[src/rtl/display_pkg.sv]
// display_pkg: shared types and constants for the 16x2 character display controller.
//   state_t      : controller state (IDLE waits for a byte, UPDATE writes the rows)
//   SPACE/BS/FF  : ASCII space, backspace and form-feed codes
//   ROW2_PREFIX  : 13-character prefix of the status line
//   ROW1_RESET   : blank row image
//   ROW2_RESET   : status line shown after reset
//   is_printable : true for bytes 0x20..0x7E
package display_pkg;

    typedef enum logic {
        IDLE   = 1'b0,
        UPDATE = 1'b1
    } state_t;

    localparam logic [7:0]   SPACE       = 8'h20;
    localparam logic [7:0]   BS          = 8'h08;
    localparam logic [7:0]   FF          = 8'h0C;
    localparam logic [7:0]   ASCII_ZERO  = 8'h30;

    localparam logic [103:0] ROW2_PREFIX = "LAST BYTE: 0x";
    localparam logic [127:0] ROW1_RESET  = {16{SPACE}};
    localparam logic [127:0] ROW2_RESET  = {ROW2_PREFIX, ASCII_ZERO, ASCII_ZERO, SPACE};

    function automatic logic is_printable(input logic [7:0] b);
        return (b >= 8'h20) && (b <= 8'h7E);
    endfunction

endpackage

[src/rtl/display_fsm_hex_to_ascii.sv]
// hex_to_ascii: converts one 4-bit nibble to its uppercase ASCII hex digit.
//   i_nibble : value 0..15
//   o_ascii  : '0'..'9' (0x30..0x39) or 'A'..'F' (0x41..0x46)
module hex_to_ascii (
    input  logic [3:0] i_nibble,
    output logic [7:0] o_ascii
);

    // Digits map onto '0'; letters are offset so that 10 lands on 'A' (0x37 + 10 = 0x41).
    always_comb begin
        o_ascii = 8'h30;
        if (i_nibble < 4'd10) begin
            o_ascii = 8'h30 + {4'h0, i_nibble};
        end else begin
            o_ascii = 8'h37 + {4'h0, i_nibble};
        end
    end

endmodule

[src/rtl/display_fsm.sv]
// display_fsm: character display controller for a 16x2 LCD.
// Accepts one byte per rising edge of ready (only while idle) and, one cycle
// later, updates two registered 16-character row images.
//   clk   : system clock, all state changes on the rising edge
//   nRst  : synchronous active-high reset
//   ready : byte-valid level; only its rising edge is acted on
//   msg   : received byte, sampled on the accepted ready edge
//   row1  : scrolling text line, [127:120] leftmost column
//   row2  : status line "LAST BYTE: 0xHH "
module display_fsm
    import display_pkg::*;
(
    input  logic         clk,
    input  logic         nRst,
    input  logic         ready,
    input  logic [7:0]   msg,
    output logic [127:0] row1,
    output logic [127:0] row2
);

    state_t       r_state;
    state_t       w_next_state;
    logic         r_ready_q;
    logic [7:0]   r_byte_q;
    logic [127:0] r_row1;
    logic [127:0] r_row2;
    logic [127:0] w_row1_next;
    logic         w_accept;
    logic [7:0]   w_hex_hi;
    logic [7:0]   w_hex_lo;

    assign row1 = r_row1;
    assign row2 = r_row2;

    hex_to_ascii u_hex_hi (
        .i_nibble (r_byte_q[7:4]),
        .o_ascii  (w_hex_hi)
    );

    hex_to_ascii u_hex_lo (
        .i_nibble (r_byte_q[3:0]),
        .o_ascii  (w_hex_lo)
    );

    // Next-state logic: a rising ready edge is only honoured while idle.
    always_comb begin
        w_next_state = r_state;
        w_accept     = 1'b0;
        case (r_state)
            IDLE: begin
                if (ready && !r_ready_q) begin
                    w_accept     = 1'b1;
                    w_next_state = UPDATE;
                end else begin
                    w_next_state = IDLE;
                end
            end
            UPDATE: begin
                w_next_state = IDLE;
            end
            default: begin
                w_next_state = IDLE;
            end
        endcase
    end

    // Row-1 edit for the latched byte; unknown control codes leave the row alone.
    always_comb begin
        w_row1_next = r_row1;
        if (is_printable(r_byte_q)) begin
            w_row1_next = {r_row1[119:0], r_byte_q};
        end else if (r_byte_q == BS) begin
            w_row1_next = {SPACE, r_row1[127:8]};
        end else if (r_byte_q == FF) begin
            w_row1_next = ROW1_RESET;
        end else begin
            w_row1_next = r_row1;
        end
    end

    // State register and ready edge-detect history (history updates in every state).
    always_ff @(posedge clk) begin
        if (nRst) begin
            r_state   <= IDLE;
            r_ready_q <= 1'b0;
        end else begin
            r_state   <= w_next_state;
            r_ready_q <= ready;
        end
    end

    // Byte latch: msg only needs to be valid on the accepted edge.
    always_ff @(posedge clk) begin
        if (nRst) begin
            r_byte_q <= 8'h00;
        end else if (w_accept) begin
            r_byte_q <= msg;
        end else begin
            r_byte_q <= r_byte_q;
        end
    end

    // Row registers: written only in the UPDATE cycle, reset wins and drops a pending byte.
    always_ff @(posedge clk) begin
        if (nRst) begin
            r_row1 <= ROW1_RESET;
            r_row2 <= ROW2_RESET;
        end else if (r_state == UPDATE) begin
            r_row1 <= w_row1_next;
            r_row2 <= {ROW2_PREFIX, w_hex_hi, w_hex_lo, SPACE};
        end else begin
            r_row1 <= r_row1;
            r_row2 <= r_row2;
        end
    end

endmodule

[config.mk]
export PLATFORM = sky130hd
export DESIGN_NAME = display_fsm
export DESIGN_NICKNAME = d
export VERILOG_FILES = /design/src/rtl/display_pkg.sv /design/src/rtl/display_fsm_hex_to_ascii.sv /design/src/rtl/display_fsm.sv
export SDC_FILE = /design/constraint.sdc
export NUM_CORES = 1
export LEC_CHECK = 0
export ABC_AREA = 0
export CORE_ASPECT_RATIO = 1.5
export CORE_UTILIZATION = 47
export DETAILED_ROUTE_END_ITERATION = 10
export HOLD_SLACK_MARGIN = 0.06
export PLACE_DENSITY = 0.81
export SLEW_MARGIN = 0
export SYNTH_ARGS = -nofsm -noshare
export SYNTH_HDL_FRONTEND = slang
export SYNTH_SLANG_ARGS = --single-unit
[constraint.sdc]
create_clock -name clk -period 2.6 [get_ports clk]
set_clock_uncertainty 0.2 [all_clocks]
set_input_delay 0.39 -clock clk [delete_from_list [all_inputs] [get_ports clk]]
set_output_delay 0.39 -clock clk [all_outputs]
set_load 0.1 [all_outputs]
==> impl_metrics.yaml <==
status:
  status: "complete, no violations"
worst_setup_path:
  r2r_end: "row1[107]"
  path_class: "flip-flop to flip-flop"
  r2r_setup_slack_ns: 0.20
  rr_worst_depth: 9
  crit_arrival_ns: 2.53
  critical_path_required_ns: 2.73
  start_kind: "flip-flop"
  critPathCaptureType: "flip-flop"
  r2r_start: "r_byte_q[4]"
  cp-startpoint: "r_byte_q[4]"
  worstPathMaxFanout: 28
yosys:
  yosysSeqAreaShare_pct: 36.53
  async_flop_share_pct: 0
  synthTopCellsByArea: "dfxtp_1 (37%), a2111oi_2 (18%), buf_4 (12%)"
  synth_top_area_cell: "dfxtp_1"
  syn-instance-count: 943
  yosys.area.top_type_share_pct: 36.53
  ys_warn_count: 0
  ys.flop_type: "dfxtp_1"
  ys_types: 41
  synth_edf_count: 0
  syn_area_per_cell_um2: 8.834
  netlist_area_um2: 8330
  synth-seq-cells: 152
finish:
  layoutNonFillerInstCount: 1291
  final_core_util_pct: 57.06
  diodes: 0
  fin_area_um2: 9898
  fillers: 1542
  layout.nets: 1080
  drive_above_1_share_pct: 29.50
  final_cell_mix: "nor2_1 (237), buf_4 (162), dfxtp_1 (151), conb_1 (114), nand2b_1 (105)"
  final_common_cell: "nor2_1"
  area_growth_pct: 18.82
power:
  p_total_mw: 6.960
  p_leak_nw: 3.950
  switching_share_pct: 40.18
  p_switching_mw: 2.797
  combPwrFrac_pct: 28.5
  p_per_area_nw_per_um2: 703.2
  intPower_mw: 4.164
  clockPowerShare_pct: 35.2
  peakVddDrop_v: 0.0004992
  seqPwrFrac_pct: 36.3
cts:
  clock-sinks: 152
  clk_latency_ns: 0.43
  clockBufferDepth: 2
  cts_tree: "yes"
  cts_hold_buf: 0
  ctsRootBufferMaster: "clkbuf_16"
  htree_levels: 4
  cts-buffers-inserted: 17
  path_clk_slew_ns: 0.06
placement:
  pre_cts_ws_ns: 0.1199
  place_area_um2: 9238
  dp.cells: 1255
  place_congestion: 0.8319
  dp_hpwl_um: 13880
  port_buffers: 152
floorplan:
  pin_count: 267
  die_w_um: 110.7
  fp.dieH_um: 165.1
  num_rows: 59
  die_area_um2: 18270
  core_um2: 17350
  initial_core_util_pct: 48.02
global_routing:
  grt_usage_pct: 22.43
  overflow: 0
  grt_pass1_wl_um: 33020
  grt_antenna_before_repair: 0
  grt_max_degree: 78
  grt_pass1_vias: 6228
timing:
  setup_viol: 0
  drv_slew: 0
  slew_headroom_pct: 30.97
  fmax_mhz: 416.8
  hold_viol: 0
  layout_setup_ws_ns: 0.2009
  layout_min_cycle_time_ns: 2.399
  fin_crit_sh_pct: 92.27
  tightestPinTransition_ns: 1.035
worst_hold_path:
  min_path_cells: 2
  min_from: "nRst"
  holdPathEnd: "row1[127]"
  hold_class: "primary input to flip-flop"
route:
  first_iter_violations: 572
  drt-total-wl_um: 21150
  vias_per_cell: 5.326
  wl_per_cell_um: 16.38
  first_pass_iters: 4
  antenna_left: 0
  num_vias: 6876
  drc: 0
job:
  maxCapViolations: 0
-- metal layers --
| metal | track usage, % | wire [um] |
|---|---|---|
| met2 | 38.34 | 10670 |
| met5 | 0 | 0 |
| met3 | 4.745 | 1133 |
| met4 | 12.06 | 741 |
| met1 | 26.39 | 8607 |
-- logic make-up after synthesis --
kind of cell | count (synthesis) | synth area share (%)
simple gates | 398 | 22.21
mux | 7 | 0.8561
flops | 152 | 36.53
buf+inv | 198 | 15.20
xor+xnor | 2 | 0.2103
other cells | 2 | 0.09015
compound gates | 180 | 24.30
fa+ha+maj | 4 | 0.6008
-- Yosys cell counts, types with 3 or more instances --
library cell / n
nor2_2: 3
a22oi_1: 7
dfxtp_1: 152
a21oi_1: 28
o31ai_1: 3
buf_4: 130
a2111oi_2: 99
a2111oi_4: 3
nor2_1: 237
nor2b_1: 4
o21ai_0: 24
nor3_1: 3
inv_1: 8
clkbuf_1: 42
buf_2: 16
nand3_1: 16
nand2_1: 21
a211oi_1: 4
nand2b_1: 105
ha_1: 4
mux2i_1: 6
-- worst max-delay path by stage --
stage	to	slack (ns)	depth (start not counted)
finish	row1[107]	0.20	9
global route	row1[91]	-0.003	9
CTS	row1[41]	0.11	7
detailed placement	row1[32]	0.12	7
global placement	row1[48]	0.19	7
floorplan	row1[50]	0.27	10
-- state kept, by name, indices dropped and copies added (netlist names) --
| name | cells |
|---|---|
| r_state | 1 |
| row1 | 128 |
| row2 | 14 |
| r_byte_q | 8 |
| r_ready_q | 1 |
-- critical path: stages (launching register included) --
cell and delay (ns):
dfxtp_1 0.33, inv_1 0.11, ha_1 0.20, nand2_1 0.08
or3_4 0.42, a31oi_4 0.20, buf_12 0.15, clkbuf_16 0.20
nor2_1 0.07, a2111oi_2 0.33
-- what timing repair did --
item	4_1_cts	5_1_grt
buffers inserted	0	2
setup endpoints to repair	0	93
gates resized for setup	0	1
-- power by group through the flow --
stage	sequential, mW	clock, mW	combinational, mW
global route	2.54	2.59	2.06
global placement	2.57	0	1.96
finish	2.53	2.45	1.99
floorplan	3.13	0	1.28
CTS	2.52	2.49	1.98
detailed placement	2.58	0	1.97
-- through the flow --
step / hold slack (ns) / TNS [ns]
global placement: 0.2456 / 0
detailed placement: 0.2471 / 0
finish: 0.2210 / 0
global route: 0.2383 / -0.002982
CTS: 0.2144 / 0
floorplan: 0.3182 / 0
-- final cells by class --
class	instances	area [um2]	area share, %
multi-input combinational	705	4477	45.23
clock buffer	17	425.4	4.298
inverter	8	30.03	0.3034
clock inverter	15	153.9	1.555
tap	213	266.5	2.692
sequential	152	3047	30.78
timing repair buffer	181	1499	15.14
Power figures use the tool's default switching activity.
